`src/rtl/config_write_arbiter.sv`:
```
// config_write_arbiter
//   Shares the eFPGA configuration word-write port between two bitstream sources.
//   Source 0 is the USB DFU path, source 1 the UART/bitbang path. The first source to
//   present a word owns the port for a whole session; the session ends on the owner's end
//   pulse or after TIMEOUT_CYCLES idle cycles. Words from the non-owner are discarded and
//   recorded in a sticky per-source drop flag.
// Ports
//   clk_i                in   rising-edge system clock
//   reset_n_i            in   asynchronous active-low reset
//   s0_strobe_i/_data_i  in   source 0 word strobe (1-cycle pulse) and 32-bit word
//   s0_end_i             in   source 0 end-of-session pulse
//   s1_strobe_i/_data_i  in   source 1 word strobe and word
//   s1_end_i             in   source 1 end-of-session pulse
//   clear_drop_i         in   clears both drop flags (a simultaneous new drop wins)
//   word_write_strobe_o  out  forwarded strobe, one cycle after the accepted input strobe
//   write_data_o         out  forwarded word, held while the strobe is low
//   grant_o              out  one-hot owner {s1, s0}; 2'b00 when idle
//   s0_dropped_o         out  sticky: a source 0 word was discarded
//   s1_dropped_o         out  sticky: a source 1 word was discarded
//   timeout_o            out  one-cycle pulse when a grant is released by timeout
module config_write_arbiter #(
  parameter int unsigned TIMEOUT_CYCLES = 65536,
  parameter int unsigned CNT_W          = 17
) (
  input  logic        clk_i,
  input  logic        reset_n_i,
  input  logic        s0_strobe_i,
  input  logic [31:0] s0_data_i,
  input  logic        s0_end_i,
  input  logic        s1_strobe_i,
  input  logic [31:0] s1_data_i,
  input  logic        s1_end_i,
  input  logic        clear_drop_i,
  output logic        word_write_strobe_o,
  output logic [31:0] write_data_o,
  output logic [1:0]  grant_o,
  output logic        s0_dropped_o,
  output logic        s1_dropped_o,
  output logic        timeout_o
);

  typedef enum logic [1:0] {
    ST_IDLE   = 2'd0,
    ST_GRANT0 = 2'd1,
    ST_GRANT1 = 2'd2
  } state_t;

  // Counter value at which an idle owner loses the port on the next cycle.
  localparam logic [CNT_W-1:0] CNT_LAST = CNT_W'(TIMEOUT_CYCLES - 1);
  localparam logic [CNT_W-1:0] CNT_ZERO = {CNT_W{1'b0}};
  localparam logic [CNT_W-1:0] CNT_ONE  = CNT_W'(1);

  state_t            state_r;
  state_t            state_s;
  logic              last_grant_r;
  logic              last_grant_s;
  logic [CNT_W-1:0]  cnt_r;
  logic [CNT_W-1:0]  cnt_s;
  logic              fwd_s;
  logic [31:0]       fwd_data_s;
  logic              set0_s;
  logic              set1_s;
  logic              timeout_s;

  logic              strobe_r;
  logic [31:0]       data_r;
  logic              s0_drop_r;
  logic              s1_drop_r;
  logic              timeout_r;

  // Next-state, forwarding, drop and timeout decisions for the current cycle.
  always_comb begin
    state_s      = state_r;
    last_grant_s = last_grant_r;
    cnt_s        = cnt_r;
    fwd_s        = 1'b0;
    fwd_data_s   = 32'h0000_0000;
    set0_s       = 1'b0;
    set1_s       = 1'b0;
    timeout_s    = 1'b0;
    case (state_r)
      ST_IDLE: begin
        cnt_s = CNT_ZERO;
        if (s0_strobe_i && s1_strobe_i) begin
          // Tie: the source that did not own the port last time wins.
          fwd_s = 1'b1;
          if (last_grant_r) begin
            state_s      = ST_GRANT0;
            last_grant_s = 1'b0;
            fwd_data_s   = s0_data_i;
            set1_s       = 1'b1;
          end else begin
            state_s      = ST_GRANT1;
            last_grant_s = 1'b1;
            fwd_data_s   = s1_data_i;
            set0_s       = 1'b1;
          end
        end else if (s0_strobe_i) begin
          state_s      = ST_GRANT0;
          last_grant_s = 1'b0;
          fwd_s        = 1'b1;
          fwd_data_s   = s0_data_i;
        end else if (s1_strobe_i) begin
          state_s      = ST_GRANT1;
          last_grant_s = 1'b1;
          fwd_s        = 1'b1;
          fwd_data_s   = s1_data_i;
        end else begin
          state_s = ST_IDLE;
        end
      end
      ST_GRANT0: begin
        set1_s = s1_strobe_i;
        if (s0_strobe_i) begin
          // An owner word beats both the end pulse and the timeout.
          fwd_s      = 1'b1;
          fwd_data_s = s0_data_i;
          cnt_s      = CNT_ZERO;
          if (s0_end_i) begin
            state_s = ST_IDLE;
          end else begin
            state_s = ST_GRANT0;
          end
        end else if (s0_end_i) begin
          state_s = ST_IDLE;
          cnt_s   = CNT_ZERO;
        end else if (cnt_r == CNT_LAST) begin
          state_s   = ST_IDLE;
          cnt_s     = CNT_ZERO;
          timeout_s = 1'b1;
        end else begin
          cnt_s = cnt_r + CNT_ONE;
        end
      end
      ST_GRANT1: begin
        set0_s = s0_strobe_i;
        if (s1_strobe_i) begin
          fwd_s      = 1'b1;
          fwd_data_s = s1_data_i;
          cnt_s      = CNT_ZERO;
          if (s1_end_i) begin
            state_s = ST_IDLE;
          end else begin
            state_s = ST_GRANT1;
          end
        end else if (s1_end_i) begin
          state_s = ST_IDLE;
          cnt_s   = CNT_ZERO;
        end else if (cnt_r == CNT_LAST) begin
          state_s   = ST_IDLE;
          cnt_s     = CNT_ZERO;
          timeout_s = 1'b1;
        end else begin
          cnt_s = cnt_r + CNT_ONE;
        end
      end
      default: begin
        state_s = ST_IDLE;
        cnt_s   = CNT_ZERO;
      end
    endcase
  end

  // State, arbitration history and idle counter.
  always_ff @(posedge clk_i or negedge reset_n_i) begin
    if (!reset_n_i) begin
      state_r      <= ST_IDLE;
      last_grant_r <= 1'b1;
      cnt_r        <= CNT_ZERO;
    end else begin
      state_r      <= state_s;
      last_grant_r <= last_grant_s;
      cnt_r        <= cnt_s;
    end
  end

  // Registered forwarding path; the data register only loads on an accepted word.
  always_ff @(posedge clk_i or negedge reset_n_i) begin
    if (!reset_n_i) begin
      strobe_r <= 1'b0;
      data_r   <= 32'h0000_0000;
    end else begin
      strobe_r <= fwd_s;
      if (fwd_s) begin
        data_r <= fwd_data_s;
      end else begin
        data_r <= data_r;
      end
    end
  end

  // Sticky drop flags (set beats clear) and the timeout pulse.
  always_ff @(posedge clk_i or negedge reset_n_i) begin
    if (!reset_n_i) begin
      s0_drop_r <= 1'b0;
      s1_drop_r <= 1'b0;
      timeout_r <= 1'b0;
    end else begin
      s0_drop_r <= set0_s | (s0_drop_r & ~clear_drop_i);
      s1_drop_r <= set1_s | (s1_drop_r & ~clear_drop_i);
      timeout_r <= timeout_s;
    end
  end

  assign word_write_strobe_o = strobe_r;
  assign write_data_o        = data_r;
  assign grant_o             = {state_r == ST_GRANT1, state_r == ST_GRANT0};
  assign s0_dropped_o        = s0_drop_r;
  assign s1_dropped_o        = s1_drop_r;
  assign timeout_o           = timeout_r;

endmodule
```
`config.mk`:
```
export PLATFORM = sky130hd
export DESIGN_NAME = config_write_arbiter
export DESIGN_NICKNAME = d
export VERILOG_FILES = /design/src/rtl/config_write_arbiter.sv
export SDC_FILE = /design/constraint.sdc
export NUM_CORES = 1
export LEC_CHECK = 0
export CAP_MARGIN = 0
export CORE_MARGIN = 4
export CORE_UTILIZATION = 49
export DETAILED_ROUTE_END_ITERATION = 7
export HOLD_SLACK_MARGIN = 0.05
export PLACE_DENSITY = 0.86
export SLEW_MARGIN = 20
export SYNTH_ARGS = -nofsm -noshare
export SYNTH_HDL_FRONTEND = slang
export SYNTH_SLANG_ARGS = --single-unit
```
`constraint.sdc`:
```
create_clock -name clk_i -period 3 [get_ports clk_i]
set_clock_uncertainty 0.15 [all_clocks]
set_input_delay 0.75 -clock clk_i [delete_from_list [all_inputs] [get_ports clk_i]]
set_output_delay 0.75 -clock clk_i [all_outputs]
set_load 0.03 [all_outputs]
```
==> flow_metrics.py <==
metrics = {
    "clock_network": {
        "number_of_buffers_on_the_longest_clock_path": 2,
        "cts_inserted_buffers": 5,
        "postCtsResizedCells": 0,
        "cts-root-buf": "sky130_fd_sc_hd__clkbuf_8",
        "tritoncts": "done",
        "clock_tree.htree_level_count": 2,
        "clk_pin_slew_worst_paths_ps": 110,
        "cts_hold_buffers": 0,
        "worstSkewPairLatency_ps": 310,
        "cts.sink_count": 56,
        "postCtsSetupRepairBufs": 0,
    },
    "die": {
        "die_x_um": 87.2,
        "std_cell_rows": 28,
        "floorplan.io_pins": 109,
        "floorplan.core_area_um2": 5990,
        "initial_utilization": 0.513,
        "die-area_um2": 7600,
        "overall_die_height_um": 87.2,
    },
    "min_path": {
        "min_path_type": "input pin to async pin",
    },
    "power": {
        "report.power.total_w": 0.00413,
        "worst_ir_drop_vdd_mv": 0.578,
        "total_leakage_power_nw": 1.64,
        "power_density_nw_per_um2": 957,
    },
    "synthesis": {
        "synthDominantAreaCellType": "sky130_fd_sc_hd__dfrtp_1",
        "sequential_share_of_the_synthesized_area": 0.456,
        "yosys.area.top_type_share": 0.448,
        "async_flop_share": 1.00,
        "yosys_warnings": 0,
        "post_synth_inst_count": 314,
        "post_synthesis_net_count": 390,
        "synthesis.area_um2": 3070,
        "post-synth-top-count-cell": "sky130_fd_sc_hd__dfrtp_1",
        "post_synth.cell_area_avg_um2": 9.79,
        "synth.top_cells.by_area": "sky130_fd_sc_hd__dfrtp_1 (45%), sky130_fd_sc_hd__o221ai_1 (9.1%), sky130_fd_sc_hd__a22oi_1 (7.8%)",
        "post_synth_most_frequent_cells": "sky130_fd_sc_hd__dfrtp_1 (55), sky130_fd_sc_hd__nor2_1 (50), sky130_fd_sc_hd__a31oi_1 (33)",
        "synth_top_flop_cell": "sky130_fd_sc_hd__dfrtp_1",
        "synth-edff-count": 0,
        "yosys_register_bits": 56,
        "synth.lib_cells_used.distinct": 42,
    },
    "global_routing": {
        "groute.usage.overall": 0.226,
        "grt_first_pass_wirelength_mm": 13.7,
        "grt_antenna_before_repair": 0,
        "globalRouteOverflowTotal": 0,
        "maximum_number_of_pins_on_one_net_before_global_route_repair": 41,
        "first_global_vias": 3035,
    },
    "sta": {
        "layout_setup_ws_ps": 306,
        "layout_worst_path_cycle_share": 0.898,
        "count_of_final_max_slew_check_failures": 0,
        "relSlewSlack": 0.603,
        "final_hold_viol_count": 0,
        "worst_margin_pin_slew_ps": 595,
        "fmaxAchievable_ghz": 0.371,
        "finalSetupViolCount": 0,
        "final.setup.tns_ps": 0,
        "period_minus_slack_ps": 2690,
        "rsz0062_at_grt": "false",
    },
    "placed_design": {
        "portBuffers": 108,
        "hpwlAfterDp_mm": 6.09,
        "post-place-cells": 482,
        "place_congestion": 0.888,
        "pre_cts_ws_ps": 393,
    },
    "final_layout": {
        "post_route_cells_drive_above_1_share": 0.0771,
        "synthToLayoutAreaGrowth_pct": 40.4,
        "final_cell_count_no_fill": 490,
        "finish.net_count": 490,
        "antenna-diode-count": 0,
    },
    "detailed_routing": {
        "num_vias": 2964,
        "routed_via_density": 6.05,
        "first_pass_iters": 4,
        "post-route-drc-count": 0,
        "route.antenna.remaining_nets": 0,
        "avgRoutedWirePerCell_um": 17.4,
        "detailedRoute.firstIterationViolations": 179,
        "wl_mm": 8.53,
    },
    "worst_setup_path": {
        "worstPathMaxFanout": 5,
        "criticalPathCategory": "flop to primary output",
        "worst-endpoint-required_ps": 2100,
        "worst_setup_sp_type": "flop",
        "worstSetupEndpointType": "primary output",
        "worst-endpoint-arrival_ps": 1790,
    },
    "outcome": {
        "outcome": "finished, final reports clean",
    },
    "flow_run": {
        "max_cap_violations": 0,
    },
}
layout by cell type (no fill, tap or decap), types with 3 or more instances in the layout:
master	netlist	layout
sky130_fd_sc_hd__nand4_1	5	5
sky130_fd_sc_hd__clkbuf_8	0	6
sky130_fd_sc_hd__nand3_1	6	6
sky130_fd_sc_hd__xnor2_1	3	3
sky130_fd_sc_hd__xor2_1	9	9
sky130_fd_sc_hd__nor2_1	50	50
sky130_fd_sc_hd__buf_4	2	12
sky130_fd_sc_hd__a31oi_1	33	33
sky130_fd_sc_hd__and2_1	4	4
sky130_fd_sc_hd__o221ai_1	32	32
sky130_fd_sc_hd__nor3b_1	3	3
sky130_fd_sc_hd__dfrtp_1	55	55
sky130_fd_sc_hd__ha_1	5	5
sky130_fd_sc_hd__nand2_1	7	7
sky130_fd_sc_hd__a22oi_1	32	32
sky130_fd_sc_hd__inv_1	8	8
sky130_fd_sc_hd__o21ai_0	7	7
sky130_fd_sc_hd__clkdlybuf4s50_1	0	107
flip-flops by register name (all words and copies together), names as in the netlist:
register,flops
timeout_o,1
word_write_strobe_o,1
last_grant_r,1
cnt_r,17
state_r,2
write_data_o,32
s0_dropped_o,1
s1_dropped_o,1
per-layer routing:
layer,share of wire,vias to the layer above,track usage
met4,0.017,0,0.0711
li1,-,1415,-
met3,0.088,16,0.0833
met5,0,-,0
met1,0.40,1411,0.269
met2,0.50,122,0.379
final timing paths:
path / startpoint / end / slack (ps) / cells after the start
hold reg to reg: cnt_r[0] / cnt_r[0] / 380 / 1
max in group asynchronous: reset_n_i / cnt_r[7] / 1740 / 2
hold / removal: reset_n_i / write_data_o[12] / 290 / 1
setup reg to reg: state_r[1] / cnt_r[13] / 960 / 7
min in group clk_i: cnt_r[0] / cnt_r[0] / 380 / 1
setup / recovery: state_r[1] / grant_o[0] / 310 / 3
logic make-up after synthesis:
family                   share of synthesized area
buffers and inverters                       0.0631
AO/OA/AOI/OAI                                0.270
adder cells (fa/ha/maj)                     0.0204
flip-flops                                   0.456
AND/OR/NAND/NOR                              0.156
XOR/XNOR                                    0.0342
metrics by stage:
step / hold slack [ps] / cell area [um^2] / utilization
finish: 291 / 4320 / 0.720
global route: 332 / 4320 / 0.720
CTS: 308 / 4320 / 0.720
detailed placement: 343 / 4190 / 0.700
global placement: 318 / 4190 / 0.700
floorplan: 300 / 3070 / -
power by group:
group	internal, W	switching, W	total [W]
logic	0.000985	0.00142	0.00240
registers	0.00105	0.000156	0.00120
clock network	0.000273	0.000247	0.000521
total	0.00231	0.00182	0.00413
worst max-delay path, stage by stage (launching register included):
cell	delay, ps
sky130_fd_sc_hd__dfrtp_1	420
sky130_fd_sc_hd__inv_1	90
sky130_fd_sc_hd__ha_1	270
sky130_fd_sc_hd__clkdlybuf4s50_1	710
layout make-up:
cell class              count  area [um^2]
clock buffers               6         82.6
clock inverters             2         38.8
fillers                   440         1680
inverters                   8         30.0
multi-input cells         222         1480
flip-flops and latches     56         1400
well taps                  75         93.8
repair buffers            121         1190
No activity file was read; power rests on OpenSTA's default activity.
